===== src/rtl/prog_loader_if.sv =====
// Host stream and memory write port of the program loader.
//   in_data/in_valid/in_ready : host byte stream (valid/ready handshake)
//   mem_sel/wr_addr/wr_data/wr_en : write port to the ROM (mem_sel=0) or RAM (mem_sel=1)
// slave modport is the loader side; master modport is the host/memory side.
interface prog_loader_if #(
   parameter int unsigned ADDR_W = 8,
   parameter int unsigned DATA_W = 8
);
   logic [DATA_W-1:0] in_data;
   logic              in_valid;
   logic              in_ready;
   logic              mem_sel;
   logic [ADDR_W-1:0] wr_addr;
   logic [DATA_W-1:0] wr_data;
   logic              wr_en;

   modport slave (
      input  in_data, in_valid,
      output in_ready, mem_sel, wr_addr, wr_data, wr_en
   );

   modport master (
      output in_data, in_valid,
      input  in_ready, mem_sel, wr_addr, wr_data, wr_en
   );
endinterface


===== src/rtl/prog_loader.sv =====
// Byte-stream loader: writes ROM/RAM images from a host link and controls
// the micro's reset so the core never runs while memory is being loaded.
// Frame: CMD [ADDR LEN DATA*LEN [CSUM]]; CMD 00=load ROM, 01=load RAM,
// 02=RUN, 03=HALT; LEN=0 means 256 bytes.
// Ports:
//   clk       : system clock, rising edge
//   arst      : asynchronous reset, active-low
//   bus       : prog_loader_if.slave (host stream + memory write port)
//   micro_rst : active-high reset to the micro
//   busy      : high whenever a frame is in progress
//   err       : sticky protocol error flag
// Build option: define LOADER_CHECKSUM_EN to append a checksum byte to each
// load frame (data bytes + checksum must sum to 0 mod 256, else err is set).
module prog_loader #(
   parameter int unsigned ADDR_W = 8,
   parameter int unsigned DATA_W = 8
) (
   input  logic         clk,
   input  logic         arst,
   prog_loader_if.slave bus,
   output logic         micro_rst,
   output logic         busy,
   output logic         err
);

   localparam logic [DATA_W-1:0] CMD_LOAD_ROM = DATA_W'(0);
   localparam logic [DATA_W-1:0] CMD_LOAD_RAM = DATA_W'(1);
   localparam logic [DATA_W-1:0] CMD_RUN      = DATA_W'(2);
   localparam logic [DATA_W-1:0] CMD_HALT     = DATA_W'(3);

   typedef enum logic [2:0] {
      ST_IDLE,
      ST_ADDR,
      ST_LEN,
      ST_DATA
`ifdef LOADER_CHECKSUM_EN
      , ST_CSUM
`endif
   } state_t;

   state_t            state_q, state_d;
   logic [ADDR_W-1:0] addr_q, addr_d;
   // Holds (bytes still to load - 1); the last data byte is seen at zero.
   logic [DATA_W-1:0] rem_q, rem_d;
`ifdef LOADER_CHECKSUM_EN
   logic [DATA_W-1:0] sum_q, sum_d;
`endif
   logic              in_ready_q;
   logic              mem_sel_q, mem_sel_d;
   logic [ADDR_W-1:0] wr_addr_q, wr_addr_d;
   logic [DATA_W-1:0] wr_data_q, wr_data_d;
   logic              wr_en_d;
   logic              wr_en_q;
   logic              micro_rst_d;
   logic              err_d;
   logic              accept;

   assign accept       = bus.in_valid & in_ready_q;
   assign bus.in_ready = in_ready_q;
   assign bus.mem_sel  = mem_sel_q;
   assign bus.wr_addr  = wr_addr_q;
   assign bus.wr_data  = wr_data_q;
   assign bus.wr_en    = wr_en_q;

   // State and registered outputs
   always_ff @(posedge clk or negedge arst) begin
      if (!arst) begin
         state_q    <= ST_IDLE;
         addr_q     <= '0;
         rem_q      <= '0;
`ifdef LOADER_CHECKSUM_EN
         sum_q      <= '0;
`endif
         in_ready_q <= 1'b0;
         mem_sel_q  <= 1'b0;
         wr_addr_q  <= '0;
         wr_data_q  <= '0;
         wr_en_q    <= 1'b0;
         micro_rst  <= 1'b1;
         busy       <= 1'b0;
         err        <= 1'b0;
      end else begin
         state_q    <= state_d;
         addr_q     <= addr_d;
         rem_q      <= rem_d;
`ifdef LOADER_CHECKSUM_EN
         sum_q      <= sum_d;
`endif
         in_ready_q <= 1'b1;
         mem_sel_q  <= mem_sel_d;
         wr_addr_q  <= wr_addr_d;
         wr_data_q  <= wr_data_d;
         wr_en_q    <= wr_en_d;
         micro_rst  <= micro_rst_d;
         busy       <= (state_d != ST_IDLE);
         err        <= err_d;
      end
   end

   // Next state and next output values, advanced once per accepted byte
   always_comb begin
      state_d     = state_q;
      addr_d      = addr_q;
      rem_d       = rem_q;
`ifdef LOADER_CHECKSUM_EN
      sum_d       = sum_q;
`endif
      mem_sel_d   = mem_sel_q;
      wr_addr_d   = wr_addr_q;
      wr_data_d   = wr_data_q;
      wr_en_d     = 1'b0;
      micro_rst_d = micro_rst;
      err_d       = err;

      if (accept) begin
         case (state_q)
            ST_IDLE: begin
               case (bus.in_data)
                  CMD_LOAD_ROM, CMD_LOAD_RAM: begin
                     // Loading always holds the core in reset
                     state_d     = ST_ADDR;
                     mem_sel_d   = (bus.in_data == CMD_LOAD_RAM);
                     micro_rst_d = 1'b1;
                     err_d       = 1'b0;
                  end
                  CMD_RUN: begin
                     micro_rst_d = 1'b0;
                     err_d       = 1'b0;
                  end
                  CMD_HALT: begin
                     micro_rst_d = 1'b1;
                     err_d       = 1'b0;
                  end
                  default: err_d = 1'b1;
               endcase
            end
            ST_ADDR: begin
               addr_d  = ADDR_W'(bus.in_data);
               state_d = ST_LEN;
            end
            ST_LEN: begin
               // LEN=0 wraps to all-ones, giving 256 data bytes
               rem_d   = bus.in_data - DATA_W'(1);
`ifdef LOADER_CHECKSUM_EN
               sum_d   = '0;
`endif
               state_d = ST_DATA;
            end
            ST_DATA: begin
               wr_en_d   = 1'b1;
               wr_addr_d = addr_q;
               wr_data_d = bus.in_data;
               addr_d    = addr_q + ADDR_W'(1);
               rem_d     = rem_q - DATA_W'(1);
`ifdef LOADER_CHECKSUM_EN
               sum_d     = sum_q + bus.in_data;
`endif
               if (rem_q == '0) begin
`ifdef LOADER_CHECKSUM_EN
                  state_d = ST_CSUM;
`else
                  state_d = ST_IDLE;
`endif
               end
            end
`ifdef LOADER_CHECKSUM_EN
            ST_CSUM: begin
               if (DATA_W'(sum_q + bus.in_data) != '0) begin
                  err_d = 1'b1;
               end
               state_d = ST_IDLE;
            end
`endif
            default: state_d = ST_IDLE;
         endcase
      end
   end

endmodule


===== src/flat_wrapper.sv =====
// flat-port wrapper written by rule: the top's interface ports become plain ports
module prog_loader_flat 
#(
   parameter int unsigned ADDR_W = 8,
   parameter int unsigned DATA_W = 8
)
  (clk, arst, micro_rst, busy, err, bus_in_data, bus_in_valid, bus_in_ready, bus_mem_sel, bus_wr_addr, bus_wr_data, bus_wr_en);
  prog_loader_if #(.ADDR_W(ADDR_W), .DATA_W(DATA_W)) bus_i ();
  input  logic clk;
  input  logic arst;
  output logic micro_rst;
  output logic busy;
  output logic err;
  input wire logic [$bits(bus_i.in_data)-1:0] bus_in_data;
  input wire logic [$bits(bus_i.in_valid)-1:0] bus_in_valid;
  output wire logic [$bits(bus_i.in_ready)-1:0] bus_in_ready;
  output wire logic [$bits(bus_i.mem_sel)-1:0] bus_mem_sel;
  output wire logic [$bits(bus_i.wr_addr)-1:0] bus_wr_addr;
  output wire logic [$bits(bus_i.wr_data)-1:0] bus_wr_data;
  output wire logic [$bits(bus_i.wr_en)-1:0] bus_wr_en;
  assign bus_i.in_data = bus_in_data;
  assign bus_i.in_valid = bus_in_valid;
  assign bus_in_ready = bus_i.in_ready;
  assign bus_mem_sel = bus_i.mem_sel;
  assign bus_wr_addr = bus_i.wr_addr;
  assign bus_wr_data = bus_i.wr_data;
  assign bus_wr_en = bus_i.wr_en;
  prog_loader #(.ADDR_W(ADDR_W), .DATA_W(DATA_W)) u_core (.clk(clk), .arst(arst), .bus(bus_i), .micro_rst(micro_rst), .busy(busy), .err(err));
endmodule

===== config.mk =====
export PLATFORM = sky130hd
export DESIGN_NAME = prog_loader_flat
export DESIGN_NICKNAME = d
export VERILOG_FILES = /design/src/rtl/prog_loader_if.sv /design/src/rtl/prog_loader.sv /design/src/flat_wrapper.sv
export SDC_FILE = /design/constraint.sdc
export NUM_CORES = 1
export LEC_CHECK = 0
export ABC_AREA = 1
export BUFFER_PORTS_ARGS = -buffer_cell sky130_fd_sc_hd__buf_2
export CORE_MARGIN = 2
export CORE_UTILIZATION = 35
export DETAILED_ROUTE_END_ITERATION = 6
export PLACE_DENSITY = 0.59
export SLEW_MARGIN = 15
export SYNTH_ARGS = -nofsm -noshare
export SYNTH_HDL_FRONTEND = slang
export SYNTH_SLANG_ARGS = --single-unit

===== constraint.sdc =====
create_clock -name clk -period 1.6 [get_ports clk]
set_clock_uncertainty 0.2 [all_clocks]
set_input_delay 0.16 -clock clk [delete_from_list [all_inputs] [get_ports clk]]
set_output_delay 0.16 -clock clk [all_outputs]
set_load 0.01 [all_outputs]

# After elaboration in Yosys (flattened, before gate mapping)
# Cells that the tools add are included.
# W data, S select, Z words.
classes:
  add_sub_neg: 3
  multipliers: 0
  div_mod_pow: 0
  order_cmp: 0
  n_eq_ne: 6
  shift: 0
  n_mux: 10
  bitwise: 1
  n_reduce_logical: 16
ops:
  columns: ["op", "n"]
  rows:
  - ["$pmux W8 S2", 2]
  - ["$eq A8 B2 Y1 const B", 2]
  - ["$logic_not A8 Y1", 2]
  - ["$sub A8 B1 Y8 const B", 2]
  - ["$pmux W3 S4", 1]
  - ["$mux W3", 3]
  - ["$add A8 B1 Y8 const B", 1]
  - ["$eq A8 B1 Y1 const B", 1]
  - ["$reduce_and A2 Y1", 4]
  - ["$eq A3 B2 Y1 const B", 2]
  - ["$reduce_and A3 Y1", 2]
  - ["$reduce_bool A2 Y1", 3]
  - ["$reduce_or A4 Y1", 1]
  - ["$eq A3 B1 Y1 const B", 1]
  - ["$logic_not A3 Y1", 1]
  - ["$mux W1", 3]
  - ["$reduce_bool A3 Y1", 1]
  - ["$reduce_or A3 Y1", 1]
  - ["$pmux W1 S2", 1]
  - ["$reduce_or A2 Y1", 1]
  - ["$and A1 B1 Y1", 1]
totals:
  regBits: 41
  latch_bits: 0
  ramBits: 0
  rom_bits: 0
  inputBits: 11
  output_inout_bits: 22
  mem_count: 0

# Longest topological paths before layout
# Gate-level depths: netlist of run 1.
depth:
  word_depth: 6
  ltp_mapped: 9

# Worst setup path before layout of run 1
# OpenSTA, ideal clock, no wires.
synth_path:
  path_kind: "reg-to-reg"
  from: "reg u_core.rem_q[0]"
  to: "reg u_core.busy"
  setup_ns: 0.125
  t_arrival_ns: 1.129
  t_required_ns: 1.275
  slack_ns: 0.146
  path_stages_with_launch: 10
  path_cell_list: "dfrtp_1 -> inv_1 -> ha_1 -> nand2_1 -> nor2_1 -> nand3b_1 -> nand2_1 -> nand2_1 -> nor2_1 -> nand3_1"
synth_between:
  elab_chain_cells: 5
synth_lines:
  columns: ["element", "line_no", "text"]
  rows:
  - ["start, declared", "prog_loader.sv:44", "logic [DATA_W-1:0] rem_q, rem_d;"]
  - ["start signal, assigned", "prog_loader.sv:85", "rem_q <= rem_d;"]
  - ["$logic_not A8 Y1", "prog_loader.sv:158", "if (rem_q == '0) begin"]
  - ["$mux W3", "prog_loader.sv:158", null]
  - ["$pmux W3 S4", "prog_loader.sv:116", "case (state_q)"]
  - ["$mux W3", "prog_loader.sv:115", "if (accept) begin"]
  - ["net u_core.state_d[1]", "prog_loader.sv:41", "state_t state_q, state_d;"]
  - ["$reduce_bool A3 Y1", "prog_loader.sv:95", "busy <= (state_d != ST_IDLE);"]
  - ["end signal, assigned", "prog_loader.sv:95", null]
  - ["end, declared", "prog_loader.sv:22", "output logic busy,"]
# The timed path passes the listed nets, and every way through them passes these cells.
# A chain may end at the register's enable or synchronous reset.

# Worst setup path in the final report of run 1
# Ends and elaborated chain as after synthesis.

==> results of run 1 <==
## critical path, cell delays in order (launching register included)
cell and delay [ns]:
sky130_fd_sc_hd__dfrtp_1 0.40, sky130_fd_sc_hd__inv_2 0.09, sky130_fd_sc_hd__ha_4 0.14, sky130_fd_sc_hd__nand2_4 0.06, sky130_fd_sc_hd__nor2_4 0.13, sky130_fd_sc_hd__nand3b_1 0.08, sky130_fd_sc_hd__nand2_1 0.08, sky130_fd_sc_hd__nand2_2 0.06
sky130_fd_sc_hd__nor2_1 0.10, sky130_fd_sc_hd__nand3_1 0.08
## placed cells by master (no fill, tap or decap), types with 6 or more instances in the layout
| cell type | instances |
|---|---|
| sky130_fd_sc_hd__inv_1 | 26 |
| sky130_fd_sc_hd__buf_4 | 10 |
| sky130_fd_sc_hd__nor2_2 | 7 |
| sky130_fd_sc_hd__o21ai_2 | 14 |
| sky130_fd_sc_hd__ha_1 | 6 |
| sky130_fd_sc_hd__a21oi_1 | 12 |
| sky130_fd_sc_hd__nor2_1 | 25 |
| sky130_fd_sc_hd__dlygate4sd3_1 | 8 |
| sky130_fd_sc_hd__buf_2 | 32 |
| sky130_fd_sc_hd__dfrtp_1 | 38 |
| sky130_fd_sc_hd__nand2_1 | 79 |
| sky130_fd_sc_hd__nand3_1 | 17 |
| sky130_fd_sc_hd__clkbuf_8 | 6 |
| sky130_fd_sc_hd__o21ai_0 | 18 |
## power groups by stage
stage                     registers, mW  clock network (mW)  logic, mW
after floorplan                    1.85                   0       1.16
after global routing               1.84               0.953       2.33
after CTS                          1.76               0.908       1.82
after global placement             1.77                   0       1.76
after detailed placement           1.78                   0       1.79
final                              1.78               0.883       2.05
## kinds of logic (layout without fill, tap and decap cells)
family                   Yosys count  count (layout)
other                              1               1
buffers and inverters             39              95
adder cells (fa/ha/maj)            7               7
AO/OA/AOI/OAI                     55              55
AND/OR/NAND/NOR                  143             143
flip-flops                        41              41
XOR/XNOR                           3               3
## layout make-up
cell class              count  area (um^2)  area share (%)
well taps                  77        96.34           3.329
multi-input cells         209         1131           39.08
inverters                  32        127.6           4.410
clock buffers               7        86.33           2.983
repair buffers             55        392.9           13.58
flip-flops and latches     41         1030           35.58
clock inverters             1        30.03           1.038
## layer usage
layer | GRT usage [%] | vias to the layer above | part of all wire [%]
met5 | 0 | - | 0
met4 | 5.339 | 0 | 2.0
li1 | - | 1039 | -
met2 | 25.34 | 35 | 49
met1 | 18.72 | 924 | 45
met3 | 3.540 | 10 | 3.7
## state kept, by name, indices dropped and copies added, names as in the netlist
register and cells:
u_core.rem_q 8, u_core.bus.in_ready 1, u_core.err 1, u_core.micro_rst 1, u_core.bus.wr_en 1, u_core.state_q 3, u_core.bus.wr_addr 8, u_core.addr_q 8
u_core.bus.wr_data 8, u_core.busy 1, u_core.bus.mem_sel 1
## path summary, 6_finish.rpt
kind	slack [ns]	end	cells after the start
max in group asynchronous	0.78	u_core.micro_rst$_DFFE_PN1P_	3
min in group asynchronous	0.15	u_core.bus.wr_data[1]$_DFFE_PN0P_	3
setup reg to reg	0.05	u_core.busy$_DFF_PN0_	9
hold reg to reg	0.28	u_core.bus.wr_addr[5]$_DFFE_PN0P_	2
hold / removal	0.03	u_core.bus.wr_data[4]$_DFFE_PN0P_	3
setup / recovery	0.05	u_core.busy$_DFF_PN0_	9
## repair_timing
action,in CTS,in global routing
setup buffers,0,6
gates resized for setup,2,28
endpoints found under the setup margin,17,18
pin swaps,0,8
cloned,0,0
hold endpoints to repair,47,0
hold buffers,8,0
==> metrics, run 1 <==
pre-CTS worst setup slack=-0.04041 ns; placed standard-cell area=0.002562 mm^2; arrival time at the worst endpoint=1.53 ns; # IOs=33; share of post-route cells with drive strength above 1=28.70%; worst min-delay path class=in2reg; Crit Reg-Reg Startpoint=u_core.rem_q[0]$_DFFE_PN0P_; critical path capture point type=flip-flop; total via count in the routed design=2,008; proportion of netlist area held by the largest area contributor=43.98%; share of async-settable or async-resettable flops after synthesis=100.0%; number of antenna violations at the first check in global routing=0; cell chosen for the clock root=sky130_fd_sc_hd__clkbuf_8; number of cells in the design after placement=400; mean routed wirelength per cell=12.43 um; Synthesis Warnings=0; cell internal power dissipation=2.849 mW; area share of xor/xnor cells in the synthesized design=1.154%; final worst hold slack=0.02646 ns; core area=0.006314 mm^2; Finished Layout Cells=422; highest fanout seen on the critical path=3; leak pwr=1.458 nW; number of max-cap violations=0; Final Power=4.708 mW; fin crit share=96.66%; number of nets at the end of the flow=362; compound-gate portion of the synthesized area=15.56%; DRT antenna net count=0; DRC marker count from the first detailed-route iteration=89; start point of the critical path=u_core.rem_q[0]$_DFFE_PN0P_; largest net degree at the start of global routing=42; global routing usage summed across all routing layers=14.99%; Tmin final=1.547 ns; IR drop worst, VDD=684.9 uV; clock transition at the register clock pins on the worst setup and hold paths after CTS=0.08 ns; final weighted congestion in routability-driven placement=0.8043; logic gate share of total power=43.5%; fmax=646.6 MHz; leading cell type by number of instances after synthesis=sky130_fd_sc_hd__nand2_1; switching power total=1.859 mW; Setup TNS=0 ns; portion of the post-synthesis area used by sequential elements=45.13%; min-delay src=bus_in_data[4]; drt first pass iters=4; global-route wire length before repair=8.645 mm; number of filler instances in the final layout=649; final non-filler cell area=0.002894 mm^2; maximum count of clock buffers along a single path=2; final hold violations=0; count of standard-cell rows=29; Die H=84.64 um; required time worst endpoint=1.59 ns; Final setup viols=0; synthesized area per cell=7.875 um^2; full die area=0.007164 mm^2; post-synthesis share of cell area spent on and, or, nand and nor gates=26.11%; library cell with the largest summed area after synthesis=sky130_fd_sc_hd__dfrtp_1; number of distinct library cells after synthesis=29; clock sinks=41; starting density of the core=36.05%; proportion of total power due to net switching=39.48%; Chip Width=84.64 um; Post-Syn Instances=289; top post-synthesis cells by area=sky130_fd_sc_hd__dfrtp_1, sky130_fd_sc_hd__nand2_1, sky130_fd_sc_hd__nor2_1; IO Port Bufs=32; largest family of logic cells by synthesized area=simple AND/OR/NAND/NOR gates; via density per instance=4.758; Setup CP Type=reg2reg; startpoint kind of the worst setup timing path=flip-flop; portion of netlist area occupied by mux cells=0%; area of the mapped netlist=0.002276 mm^2; adder and majority gate portion of the synthesized area=3.848%; final-report max-slew violation count=0; most used flip-flop cell after synthesis=sky130_fd_sc_hd__dfrtp_1; latest clock arrival within the worst-skew pair=0.30 ns; core utilization of the finished layout=45.84%; count of H-tree levels built during CTS=2; number of flops mapped to enable cells by yosys=0; outcome=finished, final reports clean; setup repair after global routing missed its margin=yes; part of the power in registers=37.7%; FF+latch count, synth=41; TritonCTS clock tree=yes; net count after synthesis=307; worst setup slack after layout=0.05339 ns; number of antenna repair diodes=0; synthesis-to-finish area growth=27.16%; most used standard cells in the synthesized netlist=sky130_fd_sc_hd__nand2_1, sky130_fd_sc_hd__dfrtp_1, sky130_fd_sc_hd__nor2_1; part of the total power dissipated in the clock network=18.7%; DR DRC count=0; drt total wl=5.247 mm; Overflow after GRT=0; via count of the first global-routing pass=1,887; power per unit of standard cell area=1627 mW/mm^2; Final HPWL DP=3.623 mm; number of buffers added by the clock tree synthesis step=5
Power figures use the tool's default switching activity.
==> inputs of run 2 (changes only) <==
--- a/config.mk
+++ b/config.mk
@@ -7,10 +7,12 @@
 export LEC_CHECK = 0
 export ABC_AREA = 1
 export BUFFER_PORTS_ARGS = -buffer_cell sky130_fd_sc_hd__buf_2
+export CELL_PAD_IN_SITES_DETAIL_PLACEMENT = 1
+export CELL_PAD_IN_SITES_GLOBAL_PLACEMENT = 1
 export CORE_MARGIN = 2
 export CORE_UTILIZATION = 35
 export DETAILED_ROUTE_END_ITERATION = 6
-export PLACE_DENSITY = 0.59
+export PLACE_DENSITY = 0.74
 export SLEW_MARGIN = 15
 export SYNTH_ARGS = -nofsm -noshare
 export SYNTH_HDL_FRONTEND = slang
==> run 2 against run 1 <==
Total power increased by 0.26%. Die area unchanged. Non-clock buffer count decreased by 4. Fmax decreased by 0.65%. Final cell count decreased by 0.95%. Clock power increased by 0.6%. Global-route usage increased by 2.4 points. Wire length increased by 13%. Largest cell class unchanged. Critical path depth unchanged. Count of clock-buffer cells in the layout unchanged. Setup slack got worse by 0.010 ns. Hold slack got worse by 0.026 ns.
==> metrics, run 2 (synthesis results as in run 1) <==
number of buffers added by the clock tree synthesis step=5 (unchanged); setup repair after global routing missed its margin=yes (unchanged); IR drop worst, VDD=586.3 uV (was 684.9 uV); outcome=finished, final reports clean (unchanged); fin crit share=97.29% (was 96.66%); DRT antenna net count=0 (unchanged); synthesis-to-finish area growth=25.78% (was 27.16%); worst min-delay path class=in2reg (unchanged); share of post-route cells with drive strength above 1=27.86% (was 28.70%); critical path capture point type=flip-flop (unchanged); number of nets at the end of the flow=358 (was 362); total via count in the routed design=2,042 (was 2,008); global-route wire length before repair=10.16 mm (was 8.645 mm); startpoint kind of the worst setup timing path=flip-flop (unchanged); latest clock arrival within the worst-skew pair=0.29 ns (was 0.30 ns); final weighted congestion in routability-driven placement=0.7776 (was 0.8043); final-report max-slew violation count=0 (unchanged); number of antenna violations at the first check in global routing=0 (unchanged); commonest non-fill, non-tap cells in the layout=sky130_fd_sc_hd__nand2_1, sky130_fd_sc_hd__dfrtp_1, sky130_fd_sc_hd__buf_2, sky130_fd_sc_hd__nor2_1, sky130_fd_sc_hd__inv_1 (was sky130_fd_sc_hd__nand2_1, sky130_fd_sc_hd__dfrtp_1, sky130_fd_sc_hd__buf_2, sky130_fd_sc_hd__inv_1, sky130_fd_sc_hd__nor2_1); Final HPWL DP=4.262 mm (was 3.623 mm); largest net degree at the start of global routing=31 (was 42); path depth of the worst reg2reg path=9 (unchanged); count of standard-cell rows=29 (unchanged); core area=0.006314 mm^2 (unchanged); fmax=642.4 MHz (was 646.6 MHz); Crit Reg-Reg Startpoint=u_core.rem_q[0]$_DFFE_PN0P_ (unchanged); power per unit of standard cell area=1649 mW/mm^2 (was 1627 mW/mm^2); Overflow after GRT=0 (unchanged); termination of the worst setup path=u_core.busy$_DFF_PN0_ (unchanged); Tmin final=1.557 ns (was 1.547 ns); worst flop-to-flop path endpoint=u_core.busy$_DFF_PN0_ (unchanged); maximum count of clock buffers along a single path=2 (unchanged); arrival time at the worst endpoint=1.54 ns (was 1.53 ns); required time worst endpoint=1.58 ns (was 1.59 ns); via count of the first global-routing pass=2,176 (was 1,887); via density per instance=4.885 (was 4.758); leading cell type in the layout, fill and taps excluded=sky130_fd_sc_hd__nand2_1 (unchanged); DRC marker count from the first detailed-route iteration=71 (was 89); # IOs=33 (unchanged); start point of the critical path=u_core.rem_q[0]$_DFFE_PN0P_ (unchanged); global routing usage summed across all routing layers=17.41% (was 14.99%); mean routed wirelength per cell=14.21 um (was 12.43 um); Setup CP Type=reg2reg (unchanged); starting density of the core=36.05% (unchanged); cell chosen for the clock root=sky130_fd_sc_hd__clkbuf_8 (unchanged); final hold violations=0 (unchanged); Final setup viols=0 (unchanged); clock sinks=41 (unchanged); leak pwr=1.443 nW (was 1.458 nW); count of H-tree levels built during CTS=2 (unchanged); clock transition at the register clock pins on the worst setup and hold paths after CTS=0.09 ns (was 0.08 ns); Chip Width=84.64 um (unchanged); TritonCTS clock tree=yes (unchanged); number of max-cap violations=0 (unchanged); DR DRC count=0 (unchanged); Die H=84.64 um (unchanged); IO Port Bufs=32 (unchanged); highest fanout seen on the critical path=3 (unchanged); final worst hold slack=0.0002684 ns (was 0.02646 ns); drt first pass iters=4 (unchanged); worst setup slack after layout=0.04329 ns (was 0.05339 ns); drt total wl=5.940 mm (was 5.247 mm); setup slack on the worst flop-to-flop path=0.04 ns (was 0.05 ns); pre-CTS worst setup slack=-0.06282 ns (was -0.04041 ns); full die area=0.007164 mm^2 (unchanged); number of antenna repair diodes=0 (unchanged)
-- run 2: cell count changes in the layout (fill, tap and decap cells not counted), sizes merged --
cell / delta
buf: -3
dlygate4sd3: -1
-- run 2: metal layers --
layer	vias up	share of wire [%]	track usage [%]
met2	21	50	29.71
met3	7	2.3	2.753
li1	1027	-	-
met5	-	0	0
met1	987	47	22.46
met4	0	0.86	5.916
-- run 2: cell type report --
type | instances | area (um^2)
repair buffers | 51 | 349.1
flip-flops and latches | 41 | 1028
clock inverters | 1 | 30.03
inverters | 32 | 130.1
multi-input cells | 209 | 1142
well taps | 77 | 96.34
clock buffers | 7 | 86.33
fillers | 794 | 3451
-- run 2: how the worst min path moves through the flow --
| stage | start | end | slack, ns | depth (start not counted) |
|---|---|---|---|---|
| 3_3_place_gp | arst | u_core.bus.wr_addr[1]$_DFFE_PN0P_ | -0.10 | 1 |
| 4_1_cts | bus_in_data[2] | u_core.addr_q[2]$_DFFE_PN0P_ | 0.005 | 3 |
| 6_report | bus_in_valid | u_core.bus.wr_en$_DFF_PN0_ | 0.0003 | 3 |
| 3_5_place_dp | arst | u_core.bus.wr_addr[1]$_DFFE_PN0P_ | -0.1 | 1 |
| 2_1_floorplan | arst | u_core.addr_q[0]$_DFFE_PN0P_ | -0.34 | 0 |
| 5_1_grt | bus_in_valid | u_core.bus.wr_en$_DFF_PN0_ | 0.003 | 3 |
-- run 2: worst max-delay path: stages, from the launching register on --
cell and delay (ns):
sky130_fd_sc_hd__dfrtp_1 0.40, sky130_fd_sc_hd__inv_2 0.09, sky130_fd_sc_hd__ha_4 0.15, sky130_fd_sc_hd__nand2_4 0.06, sky130_fd_sc_hd__nor2_4 0.14, sky130_fd_sc_hd__nand3b_1 0.09, sky130_fd_sc_hd__nand2_1 0.08, sky130_fd_sc_hd__nand2_2 0.06
sky130_fd_sc_hd__nor2_1 0.10, sky130_fd_sc_hd__nand3_1 0.08
-- run 2: timing repair --
action / CTS / global route
hold buffers: 7 / 0
setup endpoints to repair: 19 / 19
buffers inserted: 0 / 2
endpoints found under the hold margin: 46 / 0
pin swaps: 0 / 9
resized for setup: 2 / 31
cloned: 0 / 0
-- run 2: per-stage QoR --
step                      cell area (um^2)  setup TNS, ns  instances  utilization [%]  total power [mW]
final                                 2863              0        418            45.34             4.720
after global routing                  2863        -0.2453        418            45.34             5.142
after global placement                2557       -0.08783        401            40.51             3.558
after CTS                             2749       -0.06157        416            43.54             4.547
after detailed placement              2557        -0.7596        401            40.51             3.628
after floorplan                       2276              0        289                -             3.005
-- run 2: power by group --
| group | switching (mW) | internal [mW] | total (mW) |
|---|---|---|---|
| logic | 1.23 | 0.836 | 2.06 |
| registers | 0.298 | 1.47 | 1.77 |
| clock network | 0.379 | 0.509 | 0.888 |
| total | 1.90 | 2.82 | 4.72 |
==> inputs of run 3 (changes only) <==
==> constraint.sdc (replaced) <==
create_clock -name clk -period 1.6 [get_ports clk]
set_clock_uncertainty 0.2 [all_clocks]
set_input_delay 0.32 -clock clk [delete_from_list [all_inputs] [get_ports clk]]
set_output_delay 0.32 -clock clk [all_outputs]
set_load 0.01 [all_outputs]
==> run 3 against run 2 <==
Clock power decreased by 25%. Final cell count increased by 0.96%. Die area unchanged. Utilization decreased by 0.36 points. Total power decreased by 3.3%. Sequential power about the same. Wire length increased by 1.8%. Largest power group unchanged.
==> metrics, run 3 (synthesis results as in run 1) <==
TritonCTS clock tree=yes (unchanged); power per unit of standard cell area=1608 mW/mm^2 (was 1649 mW/mm^2); IO Port Bufs=32 (unchanged); setup repair after global routing missed its margin=yes (unchanged); cell with the biggest individual delay on the critical path=sky130_fd_sc_hd__dfrtp_1 (unchanged); number of nets at the end of the flow=363 (was 358); number of antenna repair diodes=0 (unchanged); starting density of the core=36.05% (unchanged); leading cell type in the layout, fill and taps excluded=sky130_fd_sc_hd__nand2_1 (unchanged); number of max-cap violations=0 (unchanged); Chip Width=84.64 um (unchanged); number of antenna violations at the first check in global routing=0 (unchanged); Final setup viols=0 (unchanged); placed standard-cell area=0.002638 mm^2 (was 0.002557 mm^2); global-route wire length before repair=10.21 mm (was 10.16 mm); pre-CTS worst setup slack=-0.09083 ns (was -0.06282 ns); final non-filler cell area=0.002840 mm^2 (was 0.002863 mm^2); Die H=84.64 um (unchanged); cell chosen for the clock root=sky130_fd_sc_hd__clkbuf_8 (unchanged); number of filler instances in the final layout=808 (was 794); clock sinks=41 (unchanged); IR drop worst, VDD=719.6 uV (was 586.3 uV); largest net degree at the start of global routing=31 (unchanged); startpoint kind of the worst setup timing path=flip-flop (unchanged); crit path buf inv count=1 (unchanged); DR DRC count=0 (unchanged); highest fanout seen on the critical path=3 (unchanged); drt first pass iters=4 (unchanged); count of H-tree levels built during CTS=2 (unchanged); Tmin final=1.544 ns (was 1.557 ns); final weighted congestion in routability-driven placement=0.7800 (was 0.7776); number of buffers added by the clock tree synthesis step=5 (unchanged); via density per instance=4.834 (was 4.885); DRC marker count from the first detailed-route iteration=75 (was 71); worst setup slack after layout=0.05588 ns (was 0.04329 ns); latest clock arrival within the worst-skew pair=0.29 ns (about the same); Final HPWL DP=4.508 mm (was 4.262 mm); synthesis-to-finish area growth=24.79% (was 25.78%); global routing usage summed across all routing layers=17.66% (was 17.41%); final-report max-slew violation count=0 (unchanged); fmax=647.6 MHz (was 642.4 MHz); full die area=0.007164 mm^2 (unchanged); required time worst endpoint=1.58 ns (about the same); outcome=finished, final reports clean (unchanged); total via count in the routed design=2,040 (was 2,042); core utilization of the finished layout=44.99% (was 45.34%); Overflow after GRT=0 (unchanged); delay contributed by the slowest stage of the critical path=0.39 ns (was 0.40 ns); count of standard-cell rows=29 (unchanged); Setup CP Type=reg2reg (unchanged); fin crit share=96.51% (was 97.29%); chain of cells forming the critical path=inv_2 > ha_4 > nand2_4 > nor2_4 > nand3b_1 > nand2_1 > nand2_2 > nor2_1 > nand3_1 (unchanged); arrival time at the worst endpoint=1.53 ns (was 1.54 ns); maximum count of clock buffers along a single path=2 (unchanged); DRT antenna net count=0 (unchanged); # IOs=33 (unchanged); mean routed wirelength per cell=14.33 um (was 14.21 um); clock transition at the register clock pins on the worst setup and hold paths after CTS=0.08 ns (was 0.09 ns); via count of the first global-routing pass=2,137 (was 2,176); commonest non-fill, non-tap cells in the layout=sky130_fd_sc_hd__nand2_1, sky130_fd_sc_hd__dfrtp_1, sky130_fd_sc_hd__buf_2, sky130_fd_sc_hd__nor2_1, sky130_fd_sc_hd__inv_1 (unchanged); final hold violations=0 (unchanged); worst min-delay path class=in2reg (unchanged); critical path capture point type=flip-flop (unchanged); leak pwr=1.441 nW (was 1.443 nW); cell type group with the largest total delay on the critical path=simple AND/OR/NAND/NOR gates (unchanged); drt total wl=6.048 mm (was 5.940 mm); core area=0.006314 mm^2 (unchanged); share of post-route cells with drive strength above 1=30.43% (was 27.86%)
-- run 3: metal layers --
metal	wire, um	global-route usage [%]	vias up
met5	0	0	-
met4	47	4.329	0
met3	166	2.950	5
met2	3159	31.50	26
met1	2675	22.24	983
li1	-	-	1026
-- run 3: what timing repair did --
action                                  in CTS  in global routing
cloned                                       0                  0
buffers inserted                             0                  4
hold endpoints to repair                    12                  0
hold buffers                                 1                  0
resized for setup                            2                 23
pin swaps                                    0                  7
endpoints found under the setup margin      17                 31
-- run 3: cell type report --
class	count	area, um^2	share of cell area (%)
Inverter	32	127.6	4.493
Clock inverter	1	8.758	0.3084
Clock buffer	6	72.57	2.555
Sequential cell	41	1028	36.21
Multi-Input combinational cell	209	1131	39.82
Timing Repair Buffer	56	375.4	13.22
Tap cell	77	96.34	3.392
-- run 3: tightest hold or removal path: stages --
cell,delay [ns]
sky130_fd_sc_hd__buf_2,0.11
sky130_fd_sc_hd__a211oi_2,0.06
sky130_fd_sc_hd__nor2_1,0.08
-- run 3: through the flow --
step | TNS [ns] | power (mW) | hold WS [ns] | std cells
after floorplan | 0 | 3.005 | -0.1756 | 289
after global placement | -0.06989 | 3.592 | 0.06998 | 410
after detailed placement | -1.399 | 3.672 | 0.07517 | 410
after CTS | 0 | 4.381 | 0.1257 | 418
after global routing | -0.1113 | 4.984 | 0.1446 | 422
final | 0 | 4.566 | 0.1211 | 422
-- run 3: report_power, final --
group	internal, mW	total, mW	switching [mW]
Sequential	1.47	1.79	0.320
Combinational	0.869	2.11	1.24
Clock	0.302	0.663	0.360
Total	2.64	4.57	1.92
-- run 3: final timing paths --
path / to / slack (ns) / cells past startpoint / from
setup / recovery: u_core.busy$_DFF_PN0_ / 0.06 / 9 / u_core.rem_q[0]$_DFFE_PN0P_
hold / removal: u_core.addr_q[4]$_DFFE_PN0P_ / 0.12 / 3 / bus_in_data[4]
setup reg to reg: u_core.busy$_DFF_PN0_ / 0.06 / 9 / u_core.rem_q[0]$_DFFE_PN0P_
hold reg to reg: u_core.bus.wr_addr[5]$_DFFE_PN0P_ / 0.27 / 2 / u_core.bus.wr_addr[5]$_DFFE_PN0P_
max in group asynchronous: u_core.state_q[1]$_DFF_PN0_ / 0.46 / 3 / arst
min in group asynchronous: u_core.err$_DFFE_PN0P_ / 0.28 / 2 / arst
